## config.mk

```make
export PLATFORM = sky130hd
export DESIGN_NAME = noc_rd_port_arbiter
export DESIGN_NICKNAME = d
export VERILOG_FILES = /design/src/rtl/noc_rd_port_arbiter.sv
export SDC_FILE = /design/constraint.sdc
export NUM_CORES = 1
export LEC_CHECK = 0
export ABC_CLOCK_PERIOD_IN_PS = 5000
export BUFFER_PORTS_ARGS = -buffer_cell sky130_fd_sc_hd__buf_2
export CAP_MARGIN = 20
export CORE_AREA = 2 2 259 261
export DETAILED_ROUTE_END_ITERATION = 10
export DIE_AREA = 0 0 261 263
export HOLD_SLACK_MARGIN = 0.15
export SLEW_MARGIN = 20
export SYNTH_ARGS = -nofsm -noshare
export SYNTH_HDL_FRONTEND = slang
export SYNTH_SLANG_ARGS = --single-unit
export TNS_END_PERCENT = 20
```

## constraint.sdc

```tcl
create_clock -name clk -period 5 [get_ports clk]
set_input_delay 1 -clock clk [delete_from_list [all_inputs] [get_ports clk]]
set_output_delay 1 -clock clk [all_outputs]
set_load 0.005 [all_outputs]
```

## src/rtl/noc_rd_port_arbiter.sv

```systemverilog
// Shares one NMU AXI4 read port among N_REQ read DMAs: round-robin AR arbitration,
// an order FIFO of granted bursts, and R-beat steering back to the owning requester.
module noc_rd_port_arbiter #(
  parameter int N_REQ           = 3,
  parameter int AXI_ADDR_WIDTH  = 64,
  parameter int AXI_DATA_WIDTH  = 128,
  parameter int AXI_ID_WIDTH    = 16,
  parameter int MAX_OUTSTANDING = 4,
  parameter int M_ARID          = 0
) (
  input  logic                               clk,
  input  logic                               rst,
  input  logic [N_REQ-1:0]                   s_arvalid,
  output logic [N_REQ-1:0]                   s_arready,
  input  logic [N_REQ*AXI_ADDR_WIDTH-1:0]    s_araddr,
  input  logic [N_REQ*8-1:0]                 s_arlen,
  input  logic [N_REQ*AXI_ID_WIDTH-1:0]      s_arid,
  output logic [N_REQ-1:0]                   s_rvalid,
  input  logic [N_REQ-1:0]                   s_rready,
  output logic [AXI_DATA_WIDTH-1:0]          s_rdata,
  output logic [1:0]                         s_rresp,
  output logic                               s_rlast,
  output logic [AXI_ID_WIDTH-1:0]            s_rid,
  output logic [AXI_ID_WIDTH-1:0]            m_arid,
  output logic [AXI_ADDR_WIDTH-1:0]          m_araddr,
  output logic [7:0]                         m_arlen,
  output logic [2:0]                         m_arsize,
  output logic [1:0]                         m_arburst,
  output logic                               m_arvalid,
  input  logic                               m_arready,
  input  logic [AXI_DATA_WIDTH-1:0]          m_rdata,
  input  logic [1:0]                         m_rresp,
  input  logic                               m_rlast,
  input  logic                               m_rvalid,
  output logic                               m_rready,
  output logic [$clog2(MAX_OUTSTANDING):0]   outstanding,
  output logic [N_REQ-1:0]                   rd_error,
  output logic                               busy
);

  localparam int IDX_W = (N_REQ > 1) ? $clog2(N_REQ) : 1;
  localparam int PTR_W = (MAX_OUTSTANDING > 1) ? $clog2(MAX_OUTSTANDING) : 1;
  localparam int CNT_W = $clog2(MAX_OUTSTANDING) + 1;
  localparam logic [CNT_W-1:0] MAX_OUT_C = CNT_W'(MAX_OUTSTANDING);
  localparam logic [2:0]       AR_SIZE   = 3'($clog2(AXI_DATA_WIDTH / 8));

  logic [IDX_W-1:0]          rr_ptr;
  logic [IDX_W-1:0]          grant_idx;
  logic                      grant_found;
  logic                      grant_en;
  logic [IDX_W-1:0]          next_rr;
  logic [AXI_ADDR_WIDTH-1:0] sel_addr;
  logic [7:0]                sel_len;
  logic [AXI_ID_WIDTH-1:0]   sel_id;

  logic [IDX_W-1:0]          fifo_idx [MAX_OUTSTANDING];
  logic [AXI_ID_WIDTH-1:0]   fifo_id  [MAX_OUTSTANDING];
  logic [PTR_W-1:0]          wr_ptr;
  logic [PTR_W-1:0]          rd_ptr;
  logic                      fifo_empty;
  logic [IDX_W-1:0]          head_idx;
  logic [N_REQ-1:0]          head_onehot;
  logic                      head_rready;
  logic                      beat_acc;
  logic                      pop;

  function automatic logic [PTR_W-1:0] ptr_inc(input logic [PTR_W-1:0] p);
    return (p == PTR_W'(MAX_OUTSTANDING - 1)) ? '0 : p + PTR_W'(1);
  endfunction

  // Cyclic search for the first requesting index at or after rr_ptr.
  always_comb begin
    int cand;
    logic [IDX_W-1:0] cand_idx;
    cand        = 0;
    cand_idx    = '0;
    grant_idx   = '0;
    grant_found = 1'b0;
    for (int k = 0; k < N_REQ; k++) begin
      cand = int'(rr_ptr) + k;
      if (cand >= N_REQ) cand = cand - N_REQ;
      cand_idx = IDX_W'(cand);
      if (!grant_found && s_arvalid[cand_idx]) begin
        grant_found = 1'b1;
        grant_idx   = cand_idx;
      end
    end
  end

  assign grant_en = (!m_arvalid || m_arready) && (outstanding < MAX_OUT_C) && grant_found;
  assign next_rr  = (grant_idx == IDX_W'(N_REQ - 1)) ? '0 : grant_idx + IDX_W'(1);

  always_comb begin
    s_arready = '0;
    sel_addr  = '0;
    sel_len   = '0;
    sel_id    = '0;
    for (int i = 0; i < N_REQ; i++) begin
      if (grant_idx == IDX_W'(i)) begin
        s_arready[i] = grant_en;
        sel_addr     = s_araddr[i*AXI_ADDR_WIDTH +: AXI_ADDR_WIDTH];
        sel_len      = s_arlen[i*8 +: 8];
        sel_id       = s_arid[i*AXI_ID_WIDTH +: AXI_ID_WIDTH];
      end
    end
  end

  assign m_arid    = AXI_ID_WIDTH'(M_ARID);
  assign m_arsize  = AR_SIZE;
  assign m_arburst = 2'b01;

  // Order FIFO payload; validity is tracked by outstanding and the pointers.
  always_ff @(posedge clk) begin
    if (grant_en) begin
      fifo_idx[wr_ptr] <= grant_idx;
      fifo_id[wr_ptr]  <= sel_id;
    end
  end

  assign fifo_empty = (outstanding == '0);
  assign head_idx   = fifo_idx[rd_ptr];
  assign s_rid      = fifo_id[rd_ptr];

  always_comb begin
    head_onehot = '0;
    head_rready = 1'b0;
    for (int i = 0; i < N_REQ; i++) begin
      if (head_idx == IDX_W'(i)) begin
        head_onehot[i] = 1'b1;
        head_rready    = s_rready[i];
      end
    end
  end

  assign s_rvalid = (m_rvalid && !fifo_empty) ? head_onehot : '0;
  assign m_rready = !fifo_empty && head_rready;
  assign s_rdata  = m_rdata;
  assign s_rresp  = m_rresp;
  assign s_rlast  = m_rlast;
  assign beat_acc = m_rvalid && m_rready;
  assign pop      = beat_acc && m_rlast;
  assign busy     = m_arvalid || !fifo_empty;

  always_ff @(posedge clk) begin
    if (rst) begin
      m_arvalid   <= 1'b0;
      m_araddr    <= '0;
      m_arlen     <= '0;
      rr_ptr      <= '0;
      wr_ptr      <= '0;
      rd_ptr      <= '0;
      outstanding <= '0;
      rd_error    <= '0;
    end else begin
      if (grant_en) begin
        m_arvalid <= 1'b1;
        m_araddr  <= sel_addr;
        m_arlen   <= sel_len;
        rr_ptr    <= next_rr;
        wr_ptr    <= ptr_inc(wr_ptr);
      end else if (m_arready) begin
        m_arvalid <= 1'b0;
      end
      if (pop) rd_ptr <= ptr_inc(rd_ptr);
      case ({grant_en, pop})
        2'b10:   outstanding <= outstanding + CNT_W'(1);
        2'b01:   outstanding <= outstanding - CNT_W'(1);
        default: outstanding <= outstanding;
      endcase
      // SLVERR/DECERR both have resp[1] set; the beat itself is still forwarded.
      if (beat_acc && m_rresp[1]) rd_error <= rd_error | head_onehot;
    end
  end

endmodule

```

# --- After elaboration in Yosys (flattened, before gate mapping) ---
# Memory sizes are Yosys's and may differ from the RTL's. A register that Yosys moved wholly into a read port is not among the register bits.
# Index checks and enable logic that the tools add are counted.
totals:
  register_bits: 85
  ramBits: 72
  input_bits: 405
  elab_cells: 102
  mem_count: 2
memory_table:
  columns: ["memory", "depth", "word_bits", "rd", "rd_ports_with_merged_regs", "write_ports", "line_no", "source"]
  rows:
  - ["fifo_id", 4, 16, 1, 1, 1, "57", "logic [AXI_ID_WIDTH-1:0] fifo_id [MAX_OUTSTANDING];"]
  - ["fifo_idx", 4, 2, 1, 1, 1, "56", "logic [IDX_W-1:0] fifo_idx [MAX_OUTSTANDING];"]
op_classes:
  n_addsub: 10
  magnitude_cmp: 7
  n_eq_ne: 8
  muxes: 46
  bitwise: 1
  n_reduce_logical: 20
op_table:
  columns: ["op", "n"]
  rows:
  - ["$mux W64", 3]
  - ["$mux W16", 3]
  - ["$mux W2", 13]
  - ["$mux W8", 3]
  - ["$mux W1", 19]
  - ["$eq A2 B2 Y1 const B", 5]
  - ["$logic_and A1 B1 Y1", 9]
  - ["$lt A2 B3 Y1 const B", 3]
  - ["$add A2 B1 Y2 const B", 3]
  - ["$bmux W1 S2", 3]
  - ["$eq A2 B1 Y1 const B", 3]
  - ["$ge A3 B2 Y1 const B", 2]
  - ["$pmux W3 S2", 1]
  - ["$sub A2 B2 Y2 const B", 3]
  - ["$logic_not A1 Y1", 4]
  - ["$logic_not A2 Y1", 2]
  - ["$reduce_bool A2 Y1", 2]
  - ["$add A2 B1 Y3 const B", 1]
  - ["$add A2 B2 Y3 const B", 1]
  - ["$add A3 B1 Y3 const B", 1]
  - ["$logic_not A3 Y1", 1]
  - ["$lt A3 B3 Y1 const B", 1]
  - ["$mux W3", 1]
  - ["$or A3 B3 Y3", 1]
  - ["other kinds (3)", 4]

# --- Depth between registers and ports, before layout ---
logic_depth:
  depth_word: 15
  ltp_mapped: 13
  ltp_nobuf: 13

# --- Worst setup path before layout ---
# No wires, ideal clock.
synth_timing:
  path_kind: "input port to flip-flop"
  from: "input port s_arvalid[1]"
  to: "register outstanding[2]"
  setup_time_ns: 0.071
  arrival_ns: 3.299
  t_required_ns: 4.929
  setup_slack_ns: 1.630
  cell_stages: 11
  n_path_buf: 0
  cell_sequence: "and2_1 a2111o_1 a21o_1 and2_1 inv_1 ha_1 inv_1 fa_1 xor2_1 or3_1 a21oi_1"
synth_between:
  elab_chain_cells: 12
  elab_cells_between_ends: 18
synth_lines:
  columns: ["item", "line_no", "source"]
  rows:
  - ["start: declaration", "13", "input logic [N_REQ-1:0] s_arvalid,"]
  - ["$bmux W1 S2", "83", "if (!grant_found && s_arvalid[cand_idx]) begin"]
  - ["$mux W1 (implied by the code)", "83", null]
  - ["$mux W1", "83", null]
  - ["$logic_not A1 Y1", "83", null]
  - ["$logic_and A1 B1 Y1", "83", null]
  - ["$mux W1", "83", null]
  - ["$logic_not A1 Y1", "83", null]
  - ["$logic_and A1 B1 Y1", "83", null]
  - ["$mux W1 (*)", "83", null]
  - ["$logic_and A1 B1 Y1 (*)", "90", "assign grant_en = (!m_arvalid || m_arready) && (outstanding < MAX_OUT_C) && grant_found;"]
  - ["$eq A2 B1 Y1 / $eq A2 B2 Y1 (equally long branches)", "165", "case ({grant_en, pop})"]
  - ["$pmux W3 S2 / $reduce_bool A2 Y1 (equally long branches)", null, null]
  - ["end signal: assignment", "166", "2'b10: outstanding <= outstanding + CNT_W'(1);"]
  - ["end signal: assignment", "167", "2'b01: outstanding <= outstanding - CNT_W'(1);"]
  - ["end signal: assignment", "168", "default: outstanding <= outstanding;"]
  - ["end: declaration", "36", "output logic [$clog2(MAX_OUTSTANDING):0] outstanding,"]
# Mark *: on every way between the ends. The rest lies on a longest branch, timed or not. The select of a mux whose other input is x is not followed.
# A chain may end at the register's enable or synchronous reset.

# --- Worst setup path after layout ---
layout_timing:
  from: "register rr_ptr[0]"
  to: "output port s_arready[2]"
layout_between:
  elab_chain_cells: 13
  elab_cells_between_ends: 30
layout_lines:
  columns: ["item", "line_no", "source"]
  rows:
  - ["start: declaration", "47", "logic [IDX_W-1:0] rr_ptr;"]
  - ["start signal: assignment", "159", "rr_ptr <= next_rr;"]
  - ["branches (longest 12 deep; another with $add A2 B1 Y3)", null, null]
  - ["$mux W1 (*)", "99", "if (grant_idx == IDX_W'(i)) begin"]
  - ["end: declaration", "14", "output logic [N_REQ-1:0] s_arready,"]
# Every way passes the cells marked *. The select of a mux whose other input is x is not followed.

==> impl_metrics.py <==
metrics = {
    "run_status": {
        "status": "complete, no violations",
    },
    "critical_path": {
        "cp.arrival_ps": 3190,
        "rr_endpoint": "outstanding[2]",
        "path_cells": "inv_1 -> ha_1 -> and2_1 -> a2111o_1 -> and3_1 -> o21ai_4 -> buf_4 -> nor2_1 -> buf_2",
        "rrSetupSlack_ps": 1470,
        "setup.worst_path.start_class": "flop",
        "cp.required_ps": 4000,
        "cp-end-kind": "primary output",
        "cp-startpoint": "rr_ptr[0]",
        "r2r-start": "rr_ptr[0]",
        "crit_end": "s_arready[2]",
        "worstRegToRegCells": 13,
        "worst_path_max_delay_cell": "a2111o_1",
        "critPathKind": "reg2out",
        "critPathMaxStageDelay_ps": 490,
        "critPathMaxFanout": 24,
    },
    "timing": {
        "fmax_mhz": 239,
        "tns_ps": 0,
        "worstMarginPinSlew_ps": 1080,
        "rsz0062_at_grt": "false",
        "fin_crit_ps": 4190,
        "hold_violations": 0,
        "period_share": 0.838,
        "setup_viol": 0,
        "drv_slew": 0,
        "maxSlewHeadroom": 0.280,
        "clock-skew-final_ps": 19.3,
    },
    "placement": {
        "dp.cells": 1878,
        "portBuffers": 380,
        "dp_hpwl_um": 30900,
        "gp_congestion": 0.874,
    },
    "floorplanning": {
        "die-width_um": 261,
        "dieHeight_um": 263,
        "start_util": 0.137,
        "fp.dieArea_um2": 68600,
        "core_area_um2": 65600,
        "io_pins": 660,
        "num_rows": 94,
    },
    "route": {
        "drc": 0,
        "avgViaCountPerCell": 3.78,
        "dr_total_vias": 7233,
        "drt-initial-drc-count": 382,
        "wl_um": 38700,
        "dr.pass1.iters": 5,
        "drt-wirelength-per-cell_um": 20.2,
        "ant_nets": 0,
    },
    "yosys": {
        "syn_avg_cell_area_um2": 11.3,
        "netlist_instances": 797,
        "synth_commonest_cells": "159 x buf_4, 87 x dfxtp_1, 72 x edfxtp_1",
        "yosysMostFrequentCell": "buf_4",
        "ys.flop_type": "dfxtp_1",
        "synth_area_um2": 8990,
        "ys_ff_latch": 159,
        "yosysUniqueCellTypes": 49,
        "synth_top_area_cell": "edfxtp_1",
        "async_flop_share": 0,
        "yosysWarningCount": 0,
        "ys_seq_area_frac": 0.434,
        "synth_area_leaders": "edfxtp_1 24%, dfxtp_1 19%, buf_4 13%, mux2i_1 7.5%, a22oi_2 7.0%",
        "synth_top_area_frac": 0.241,
        "synth_edf_count": 72,
    },
    "grt": {
        "grt_pass1_wl_um": 53000,
        "grt_pass1_vias": 7254,
        "antenna_found_initial": 11,
        "grt_use_total": 0.111,
        "grt_max_degree": 73,
        "overflow": 0,
    },
    "hold_path": {
        "whs_path_depth": 2,
        "hold_class": "reg2reg",
    },
    "clock_network": {
        "cts_setup_buffers": 0,
        "ctsRootBufferMaster": "clkbuf_16",
        "cts-buffers-inserted": 17,
        "clockBufferDepth": 2,
        "clkTransAtPathRegs_ps": 70,
        "cts_sinks": 159,
        "cts_tree": "built",
        "clk_latency_ps": 480,
        "ctsResizeCount": 0,
        "hold_buffers": 0,
        "htreeDepth": 4,
    },
    "finish": {
        "area_delta_synth_final_pct": 27.5,
        "stdcell_count": 1914,
        "drive_above_1_share": 0.532,
        "nets": 1449,
    },
    "power_and_ir_drop": {
        "peakVddDrop_mv": 0.265,
        "power_leakage_nw": 4.86,
        "p_per_area_nw_per_um2": 553,
    },
    "flow_run": {
        "cap_violations": 0,
    },
}
==> per-layer routing <==
layer | GRT usage | vias to the layer above | share of wire
li1 | - | 3259 | -
met4 | 0.0481 | 6 | 0.038
met5 | 0.00641 | - | 0.0023
met2 | 0.193 | 510 | 0.50
met1 | 0.104 | 3407 | 0.33
met3 | 0.0639 | 51 | 0.13
==> kinds of logic after synthesis <==
kind of cell | share of synthesized area
buf+inv | 0.166
compound gates | 0.205
flops | 0.434
simple gates | 0.0563
mux | 0.120
fa+ha+maj | 0.0162
other cells | 0.000836
xor+xnor | 0.00195
==> power breakdown <==
group          leakage (nW)  switching (W)  internal, W
Clock                 0.301       0.000713     0.000688
Sequential             1.38       0.000196      0.00196
Combinational          3.18        0.00166      0.00112
==> stage by stage <==
| stage | setup slack (ps) | hold slack, ps | utilization | area, um^2 | power (W) |
|---|---|---|---|---|---|
| finish | 811 | 469 | 0.175 | 11500 | 0.00634 |
| global route | 605 | 507 | 0.174 | 11400 | 0.00679 |
| CTS | 740 | 476 | 0.174 | 11400 | 0.00650 |
| detailed placement | 875 | 460 | 0.165 | 10800 | 0.00503 |
| global placement | 921 | 451 | 0.165 | 10800 | 0.00494 |
| floorplan | 1630 | 461 | - | 9060 | 0.00402 |
==> worst max-delay path: cells and delay by family (launching register included) <==
family / cells / cell delay [ps]
AOI/OAI and AO/OA: 2 / 790
adders and majority gates: 1 / 260
buffers and inverters: 3 / 550
DFF: 1 / 390
and+or+nand+nor: 3 / 720
==> worst min-delay path by stage <==
stage,start,endpoint,slack [ps]
after floorplan,rd_error[0],rd_error[0],460
after global placement,rd_error[0],rd_error[0],450
after detailed placement,rd_error[1],rd_error[1],460
after CTS,rd_error[1],rd_error[1],480
after global routing,m_araddr[58],m_araddr[58],510
final,rd_error[1],rd_error[1],470
==> state kept, by name (all words and copies together) (netlist names), 2 cells and up, named ones only <==
name and cells:
rd_ptr 2, fifo_idx 8, m_araddr 64, outstanding 3, rr_ptr 2, fifo_id 64, m_arlen 8, rd_error 3
wr_ptr 2
==> placed cells by master, fill, tap and decap left out, types with 4 or more instances in the layout <==
cell type  instances
or3_1              5
nor2_1            24
and2_1             5
buf_2            380
buf_4             12
a22oi_1            5
o21ai_2           50
nand3_1           22
ha_1              10
o22ai_1            9
a22oi_2           50
a31oi_1           20
o21ai_0           25
clkbuf_16         17
inv_1             23
clkinv_8           6
a221o_1           18
mux2i_1           67
edfxtp_1          72
nand2_1           26
nor2b_1            4
a21oi_1           23
conb_1            21
diode_2            4
mux4_2            18
dfxtp_1           87
==> cell type report <==
type / instances / area, um^2
fillers: 7336 / 54200
flip-flops and latches: 159 / 3900
multi-input cells: 437 / 3700
repair buffers: 395 / 2050
well taps: 864 / 1080
clock buffers: 17 / 425
clock inverters: 15 / 199
inverters: 23 / 86.3
diodes: 4 / 10.0
Power figures use the tool's default switching activity.
